File: src/rtl/mac_output_neuron.sv
// mac_output_neuron: time-multiplexed output neuron.
// Takes a captured activation/weight vector and accumulates one lane product per
// cycle into a saturating accumulator. It then computes the squared error against
// the captured target and presents all results with a single-cycle done pulse.
module mac_output_neuron #(
  parameter int N_IN  = 8,
  parameter int X_W   = 10,
  parameter int W_W   = 8,
  parameter int ACC_W = 23,
  parameter int TGT_W = 4
) (
  input  logic                    clk_i,
  input  logic                    rst_i,
  input  logic                    start_i,
  input  logic                    clr_i,
  input  logic [N_IN*X_W-1:0]     x_i,
  input  logic [N_IN*W_W-1:0]     w_i,
  input  logic [TGT_W-1:0]        target_i,
  output logic                    busy_o,
  output logic                    done_o,
  output logic [ACC_W-1:0]        final_o,
  output logic [2*ACC_W-1:0]      loss_o,
  output logic                    zero_o,
  output logic                    sat_o,
  output logic [N_IN*W_W-1:0]     weights_o
);

  localparam int PROD_W = X_W + W_W;
  localparam int SUM_W  = ACC_W + 1;
  localparam int LOSS_W = 2 * ACC_W;
  localparam int K_W    = $clog2(N_IN);
  localparam logic [K_W-1:0]   LAST_K  = K_W'(N_IN - 1);
  localparam logic [ACC_W-1:0] ACC_MAX = '1;

  typedef enum logic [1:0] {
    S_IDLE,
    S_MAC,
    S_LOSS
  } state_t;

  state_t                 r_state;
  state_t                 w_next;

  logic [N_IN*X_W-1:0]    r_x;
  logic [N_IN*W_W-1:0]    r_w;
  logic [TGT_W-1:0]       r_tgt;
  logic [ACC_W-1:0]       r_acc;
  logic [K_W-1:0]         r_k;
  logic                   r_sat;

  logic [ACC_W-1:0]       r_final;
  logic [LOSS_W-1:0]      r_loss;
  logic                   r_zero;
  logic                   r_sat_out;
  logic [N_IN*W_W-1:0]    r_weights;
  logic                   r_done;

  logic [X_W-1:0]         w_x_lane;
  logic [W_W-1:0]         w_w_lane;
  logic [PROD_W-1:0]      w_prod;
  logic [SUM_W-1:0]       w_sum;
  logic                   w_ovf;
  logic [ACC_W-1:0]       w_acc_next;
  logic [ACC_W-1:0]       w_tgt_ext;
  logic [ACC_W-1:0]       w_diff;
  logic [LOSS_W-1:0]      w_loss;
  logic                   w_zero;

  // Select the lane addressed by the lane counter.
  always_comb begin
    w_x_lane = '0;
    w_w_lane = '0;
    for (int unsigned k = 0; k < N_IN; k++) begin
      if (r_k == K_W'(k)) begin
        w_x_lane = r_x[k*X_W +: X_W];
        w_w_lane = r_w[k*W_W +: W_W];
      end
    end
  end

  // Lane product, saturating accumulate and absolute-difference squared loss.
  always_comb begin
    w_prod     = {{W_W{1'b0}}, w_x_lane} * {{X_W{1'b0}}, w_w_lane};
    w_sum      = {1'b0, r_acc} + SUM_W'(w_prod);
    w_ovf      = w_sum[ACC_W];
    w_acc_next = w_ovf ? ACC_MAX : w_sum[ACC_W-1:0];
    w_tgt_ext  = ACC_W'(r_tgt);
    w_diff     = (r_acc >= w_tgt_ext) ? (r_acc - w_tgt_ext) : (w_tgt_ext - r_acc);
    w_loss     = LOSS_W'(w_diff) * LOSS_W'(w_diff);
    w_zero     = (r_acc == '0) && (r_tgt == '0);
  end

  // State register.
  always_ff @(posedge clk_i or negedge rst_i) begin
    if (!rst_i) r_state <= S_IDLE;
    else        r_state <= w_next;
  end

  // Next-state logic: IDLE -> MAC for N_IN lanes -> one LOSS cycle -> IDLE.
  always_comb begin
    w_next = r_state;
    case (r_state)
      S_IDLE:  if (start_i) w_next = S_MAC;
      S_MAC:   if (r_k == LAST_K) w_next = S_LOSS;
      S_LOSS:  w_next = S_IDLE;
      default: w_next = S_IDLE;
    endcase
  end

  // State-decoded outputs.
  always_comb begin
    busy_o = (r_state != S_IDLE);
  end

  // Operand capture, lane counter, accumulator and sticky saturation flag.
  always_ff @(posedge clk_i or negedge rst_i) begin
    if (!rst_i) begin
      r_x   <= '0;
      r_w   <= '0;
      r_tgt <= '0;
      r_acc <= '0;
      r_k   <= '0;
      r_sat <= 1'b0;
    end else begin
      case (r_state)
        S_IDLE: begin
          if (start_i) begin
            r_x   <= x_i;
            r_w   <= w_i;
            r_tgt <= target_i;
            r_acc <= '0;
            r_k   <= '0;
            r_sat <= 1'b0;
          end
        end
        S_MAC: begin
          r_acc <= w_acc_next;
          r_k   <= r_k + K_W'(1);
          if (w_ovf) r_sat <= 1'b1;
        end
        default: ;
      endcase
    end
  end

  // Result registers: loaded together in LOSS, cleared by clr_i only while idle.
  // clr_i and start_i in the same idle cycle both act, since they touch disjoint registers.
  always_ff @(posedge clk_i or negedge rst_i) begin
    if (!rst_i) begin
      r_final   <= '0;
      r_loss    <= '0;
      r_zero    <= 1'b0;
      r_sat_out <= 1'b0;
      r_weights <= '0;
      r_done    <= 1'b0;
    end else begin
      r_done <= 1'b0;
      case (r_state)
        S_IDLE: begin
          if (clr_i) begin
            r_final   <= '0;
            r_loss    <= '0;
            r_zero    <= 1'b0;
            r_sat_out <= 1'b0;
          end
        end
        S_LOSS: begin
          r_final   <= r_acc;
          r_loss    <= w_loss;
          r_zero    <= w_zero;
          r_sat_out <= r_sat;
          r_weights <= r_w;
          r_done    <= 1'b1;
        end
        default: ;
      endcase
    end
  end

  assign done_o    = r_done;
  assign final_o   = r_final;
  assign loss_o    = r_loss;
  assign zero_o    = r_zero;
  assign sat_o     = r_sat_out;
  assign weights_o = r_weights;

endmodule

File: config.mk
export PLATFORM = sky130hd
export DESIGN_NAME = mac_output_neuron
export DESIGN_NICKNAME = d
export VERILOG_FILES = /design/src/rtl/mac_output_neuron.sv
export SDC_FILE = /design/constraint.sdc
export NUM_CORES = 2
export LEC_CHECK = 0
export CORE_ASPECT_RATIO = 1.5
export CORE_MARGIN = 8
export CORE_UTILIZATION = 55
export CTS_BUF_LIST = sky130_fd_sc_hd__clkbuf_8
export DETAILED_ROUTE_END_ITERATION = 16
export PLACE_DENSITY_LB_ADDON = 0.15
export REMOVE_ABC_BUFFERS = 1
export SLEW_MARGIN = 10
export SYNTH_ARGS = -nofsm -noshare
export SYNTH_HDL_FRONTEND = slang
export SYNTH_SLANG_ARGS = --single-unit
File: constraint.sdc
create_clock -name clk_i -period 12.7 [get_ports clk_i]
set_input_delay 2.54 -clock clk_i [delete_from_list [all_inputs] [get_ports clk_i]]
set_output_delay 2.54 -clock clk_i [all_outputs]
set_load 0.01 [all_outputs]
After elaboration in Yosys (flattened, before gate mapping)
Cells that the tools add are included.
{"block": "classes", "addsub": 4, "mul": 2, "magnitude_cmp": 1, "n_eq_ne": 13, "n_mux": 36, "n_reduce_logical": 13}
{"op": "23-bit 2-to-1 mux", "count": 4}
{"op": "23-bit case mux with 2 select lines", "count": 2}
{"op": "46-bit case mux with 2 select lines", "count": 1}
{"op": "10-bit 2-to-1 mux", "count": 8}
{"op": "8-bit 2-to-1 mux", "count": 8}
{"op": "23-bit by 23-bit multiplier with 46-bit output", "count": 1}
{"op": "46-bit 2-to-1 mux", "count": 1}
{"op": "23-bit by 18-bit adder with 24-bit output", "count": 1}
{"op": "23-bit by 4-bit greater-or-equal comparator with 1-bit output", "count": 1}
{"op": "23-bit logical NOT", "count": 1}
{"op": "23-bit by 4-bit subtractor with 23-bit output", "count": 1}
{"op": "4-bit by 23-bit subtractor with 23-bit output", "count": 1}
{"op": "10-bit by 8-bit multiplier with 18-bit output", "count": 1}
{"op": "3-bit equality test (second input constant)", "count": 4}
{"op": "2-bit inequality test (second input constant)", "count": 4}
{"op": "2-bit AND reduction", "count": 4}
{"op": "3-bit by 2-bit equality test with 1-bit output (second input constant)", "count": 2}
{"op": "1-bit case mux with 2 select lines", "count": 3}
{"op": "3-bit case mux with 2 select lines", "count": 1}
{"op": "2-bit nonzero test", "count": 3}
{"op": "4-bit logical NOT", "count": 1}
{"op": "1-bit 2-to-1 mux", "count": 4}
{"op": "2-bit 2-to-1 mux", "count": 2}
{"op": "2-bit case mux with 2 select lines", "count": 1}
{"op": "9 further kinds", "count": 9}
{"block": "totals", "ff_bits": 313, "inputBits": 152, "out_inout_bits": 137, "wordCells": 82}

Depth between registers and ports, before layout
{"block": "logic_depth", "ltp_word": 13, "ltp_mapped": 39, "mapped_depth_nobuf": 35}

Least setup slack after synthesis
Ideal clock, no wire load.
{"block": "synth_timing", "kind": "register to register", "from": "register r_acc[7]", "to": "register r_loss[42] (netlist: loss_o[42])", "setup_ns": 0.124, "t_arrival_ns": 8.980, "required_ns": 12.576, "setup_slack_ns": 3.596, "stages_incl_launch_ff": 34, "path_buffers": 4, "period_less_slack_ns": 9.104, "path_cell_list": "dfrtp_1 > or4_1 > buf_2 > nor4_2 > nor4b_2 > and2_1 > buf_6 > or3_1 > buf_2 > o31ai_2 > xnor2_1 > clkbuf_1 > nand2_1 > fa_1 > inv_1 > fa_1 > inv_1 > fa_1 > inv_1 > fa_1 > inv_1 > fa_1 > inv_1 > fa_1 > fa_1 > ha_1 > and4_1 > nand3_1 > a21o_1 > a2111oi_0 > o211ai_1 > o22ai_1 > nor4b_1 > a211o_1"}
{"block": "synth_via", "elab_chain_len": 4, "word_cells_on_any_way": 6}
{"element": "start, declared", "line_no": "47", "rtl": "logic [ACC_W-1:0] r_acc;"}
{"element": "start signal, assigned", "line_no": "137", "rtl": "r_acc <= w_acc_next;"}
{"element": "4-bit by 23-bit subtractor with 23-bit output, or another cell as far along", "line_no": "88", "rtl": "w_diff = (r_acc >= w_tgt_ext) ? (r_acc - w_tgt_ext) : (w_tgt_ext - r_acc);"}
{"element": "23-bit 2-to-1 mux *", "line_no": "88"}
{"element": "23-bit by 23-bit multiplier with 46-bit output *", "line_no": "89", "rtl": "w_loss = LOSS_W'(w_diff) * LOSS_W'(w_diff);"}
{"element": "46-bit case mux with 2 select lines *", "line_no": "158", "rtl": "case (r_state)"}
{"element": "end signal, assigned", "line_no": "169", "rtl": "r_loss <= w_loss;"}
{"element": "end, declared", "line_no": "52", "rtl": "logic [LOSS_W-1:0] r_loss;"}
Every way passes the cells marked *; elsewhere a longest branch is shown, timed or not.
A chain may end at the register's enable or synchronous reset.

Worst setup path after layout
{"block": "layout_timing", "from": "register r_tgt[0]", "to": "register r_loss[45] (netlist: loss_o[45])"}
{"block": "layout_via", "elab_chain_len": 4, "word_cells_on_any_way": 6}
{"element": "start, declared", "line_no": "46", "rtl": "logic [TGT_W-1:0] r_tgt;"}
{"element": "start signal, assigned", "line_no": "130", "rtl": "r_tgt <= target_i;"}
{"element": "4-bit by 23-bit subtractor with 23-bit output, or another cell as far along", "line_no": "88"}
{"element": "23-bit 2-to-1 mux *", "line_no": "88"}
{"element": "23-bit by 23-bit multiplier with 46-bit output *", "line_no": "89"}
{"element": "46-bit case mux with 2 select lines *", "line_no": "158"}
Marks and branches as above.

==> run metrics <==
Die X 211.5 um; standard-cell row count 107; slew of the pin with the lowest slew margin 1.164 ns; biggest area consumer among synthesized cells sky130_fd_sc_hd__fa_1; Syn. warnings 0; synthesized cell area 31540 um2; most numerous cell in the Yosys netlist sky130_fd_sc_hd__inv_1; wirelength, routed 95440 um; min cycle time layout 10.86 ns; count of distinct cell types in the synthesized netlist 73; clk_skew 0.04342 ns; Final Hold Fails 0; Min-Delay Path Class reg2reg; total of hold buffers inserted after clock tree synthesis 0; synthesized netlist cell count 3292; clock tree from TritonCTS built; worst-path maximum fanout 27; share of the synthesized area in the top cell type 28.50%; count of maximum capacitance violations 0; normalized max-slew margin 21.77%; leading cell types by total area after synthesis sky130_fd_sc_hd__fa_1 (29%), sky130_fd_sc_hd__dfrtp_1 (25%), sky130_fd_sc_hd__ha_1 (9.2%); longest individual stage delay on the worst path 0.92 ns; total track usage 29.55%; Pins Over Slew Limit 0; port bufs 287; final-layout fill cell count 4870; max frequency 92.11 MHz; pin count of the biggest net entering global routing 111; initial antenna violation count 12; FF+latch area 7807 um2; total setup buffers inserted after CTS 0; unrepaired setup endpoints after global routing no; Placed Instance Area 35270 um2; final-layout setup total negative slack 0 ns; CP Capture Type flop; ys async rst share 100.0%; sequential element share of the synthesized area 24.76%; number of failing setup endpoints in the final timing report 0; remaining number of nets flagged by the antenna check after routing 0; arrival time at the worst endpoint 11.39 ns; drt first-iter violations 1357; register-to-register setup slack 1.84 ns; number of gates given a new drive strength after cts 0; IO Count 289; Post-synth top flop sky130_fd_sc_hd__dfrtp_1; starting density of the core 55.56%; clock root buffer master sky130_fd_sc_hd__clkbuf_8; area of the multi-input gates 21040 um2; final routed DRC violation total 0; routed vias/inst 5.574; area of the core 56760 um2; global-route wire length before repair 148400 um; number of buffers created by CTS 51; final worst path period share 85.48%; total congestion overflow 0; CTS max path bufs 3; Yosys reg bits 312; clock latency on the worst-skew pair 0.70 ns; post-layout net count 4376; via count 24250; CP most frequent cell sky130_fd_sc_hd__fa_1; drt wl/cell 21.94 um; Layout Area Growth over Synthesis 15.11%; final design instance area without fill 36300 um2; detailed-router iteration count before antenna repair 7; standard cell with the maximum stage delay on the critical path sky130_fd_sc_hd__clkinv_1; number of enable flip-flop cells after synthesis 0; ratio of cells with drive above 1 in the final layout 8.459%; clock-pin slew on the worst setup and hold paths 0.07 ns; H-tree depth 2; status completed; Crit Path Category reg2reg; number of global-route vias before repair 27170; Die Footprint 65420 um2; total clock sinks 312; HPWL after detailed placement 75140 um; ranking of synthesized cells by instance count sky130_fd_sc_hd__inv_1 (599), sky130_fd_sc_hd__nand2_1 (499), sky130_fd_sc_hd__fa_1 (449); nature of the critical path startpoint flop; die height 309.3 um; required time worst endpoint 13.23 ns; routability congestion estimate from global placement 0.9832; Post-Synthesis Mean Instance Area 9.580 um2
worst paths after layout:
| kind | from | end | cells after the start |
|---|---|---|---|
| hold / removal | weights_o[13]$_DFFE_PN0P_ | weights_o[13]$_DFFE_PN0P_ | 2 |
| min in group asynchronous | rst_i | r_x[79]$_DFFE_PN0P_ | 1 |
| setup reg to reg | r_tgt[0]$_DFFE_PN0P_ | loss_o[45]$_DFFE_PN0P_ | 32 |
| max in group asynchronous | rst_i | r_w[15]$_DFFE_PN0P_ | 3 |
| setup / recovery | r_tgt[0]$_DFFE_PN0P_ | loss_o[45]$_DFFE_PN0P_ | 32 |
| hold reg to reg | weights_o[13]$_DFFE_PN0P_ | weights_o[13]$_DFFE_PN0P_ | 2 |
cell usage in the layout (no fill, tap or decap), types with 32 or more instances in the layout:
master,count
sky130_fd_sc_hd__buf_4,42
sky130_fd_sc_hd__nand2_1,499
sky130_fd_sc_hd__inv_1,619
sky130_fd_sc_hd__nor2_1,248
sky130_fd_sc_hd__xnor2_1,44
sky130_fd_sc_hd__ha_1,230
sky130_fd_sc_hd__o21ai_0,99
sky130_fd_sc_hd__clkdlybuf4s50_1,286
sky130_fd_sc_hd__a22oi_1,32
sky130_fd_sc_hd__a211oi_1,56
sky130_fd_sc_hd__clkbuf_8,61
sky130_fd_sc_hd__dfrtp_1,312
sky130_fd_sc_hd__a21oi_1,93
sky130_fd_sc_hd__mux2_2,145
sky130_fd_sc_hd__fa_1,449
worst max-delay path: cells and delay by family (launching register included):
family | cells | cell delay [ns]
AO/OA/AOI/OAI | 9 | 2.33
XOR/XNOR | 2 | 0.64
adder cells (fa/ha/maj) | 9 | 4.12
buffers and inverters | 6 | 1.67
flip-flops | 1 | 0.41
AND/OR/NAND/NOR | 6 | 1.51
registers in the layout, summed over array words and instances (netlist names), 3 cells and up:
signal     cells
final_o       23
loss_o        45
r_acc         23
r_k            3
r_tgt          4
r_w           64
r_x           80
weights_o     64
layer usage:
layer	global-route usage (%)	share of wire, %	up-vias
li1	-	-	10910
met1	30.66	35	12190
met2	54.22	53	850
met3	6.303	6.3	302
met4	17.38	6.3	10
met5	0	0.072	-
stage by stage:
stage	setup WS, ns	hold slack, ns	std cells	utilization (%)
global placement	2.363	0.4595	4254	62.13
detailed placement	2.127	0.4615	4254	62.13
finish	1.844	0.4782	4351	63.96
floorplan	2.534	0.4572	3162	-
CTS	2.086	0.4680	4345	63.92
global route	1.454	0.4984	4351	63.96
logic make-up after synthesis:
logic type	count (synthesis)	synth area share, %
compound gates	434	9.176
xor+xnor	78	2.249
fa+ha+maj	680	37.66
buf+inv	737	8.859
flops	312	24.76
mux	148	5.272
other cells	1	0.01189
simple gates	902	12.01
layout make-up:
| class | count | area share, % |
|---|---|---|
| multi-input combinational | 2243 | 57.94 |
| sequential | 312 | 21.51 |
| timing repair buffer | 329 | 8.795 |
| antenna | 6 | 0.04136 |
| clock inverter | 30 | 0.4859 |
| clock buffer | 61 | 2.313 |
| inverter | 607 | 6.286 |
| tap | 763 | 2.630 |
Power is left out: the tool's default activity adds up to more than one toggle a clock period on the data nets, which glitch-free logic cannot reach.
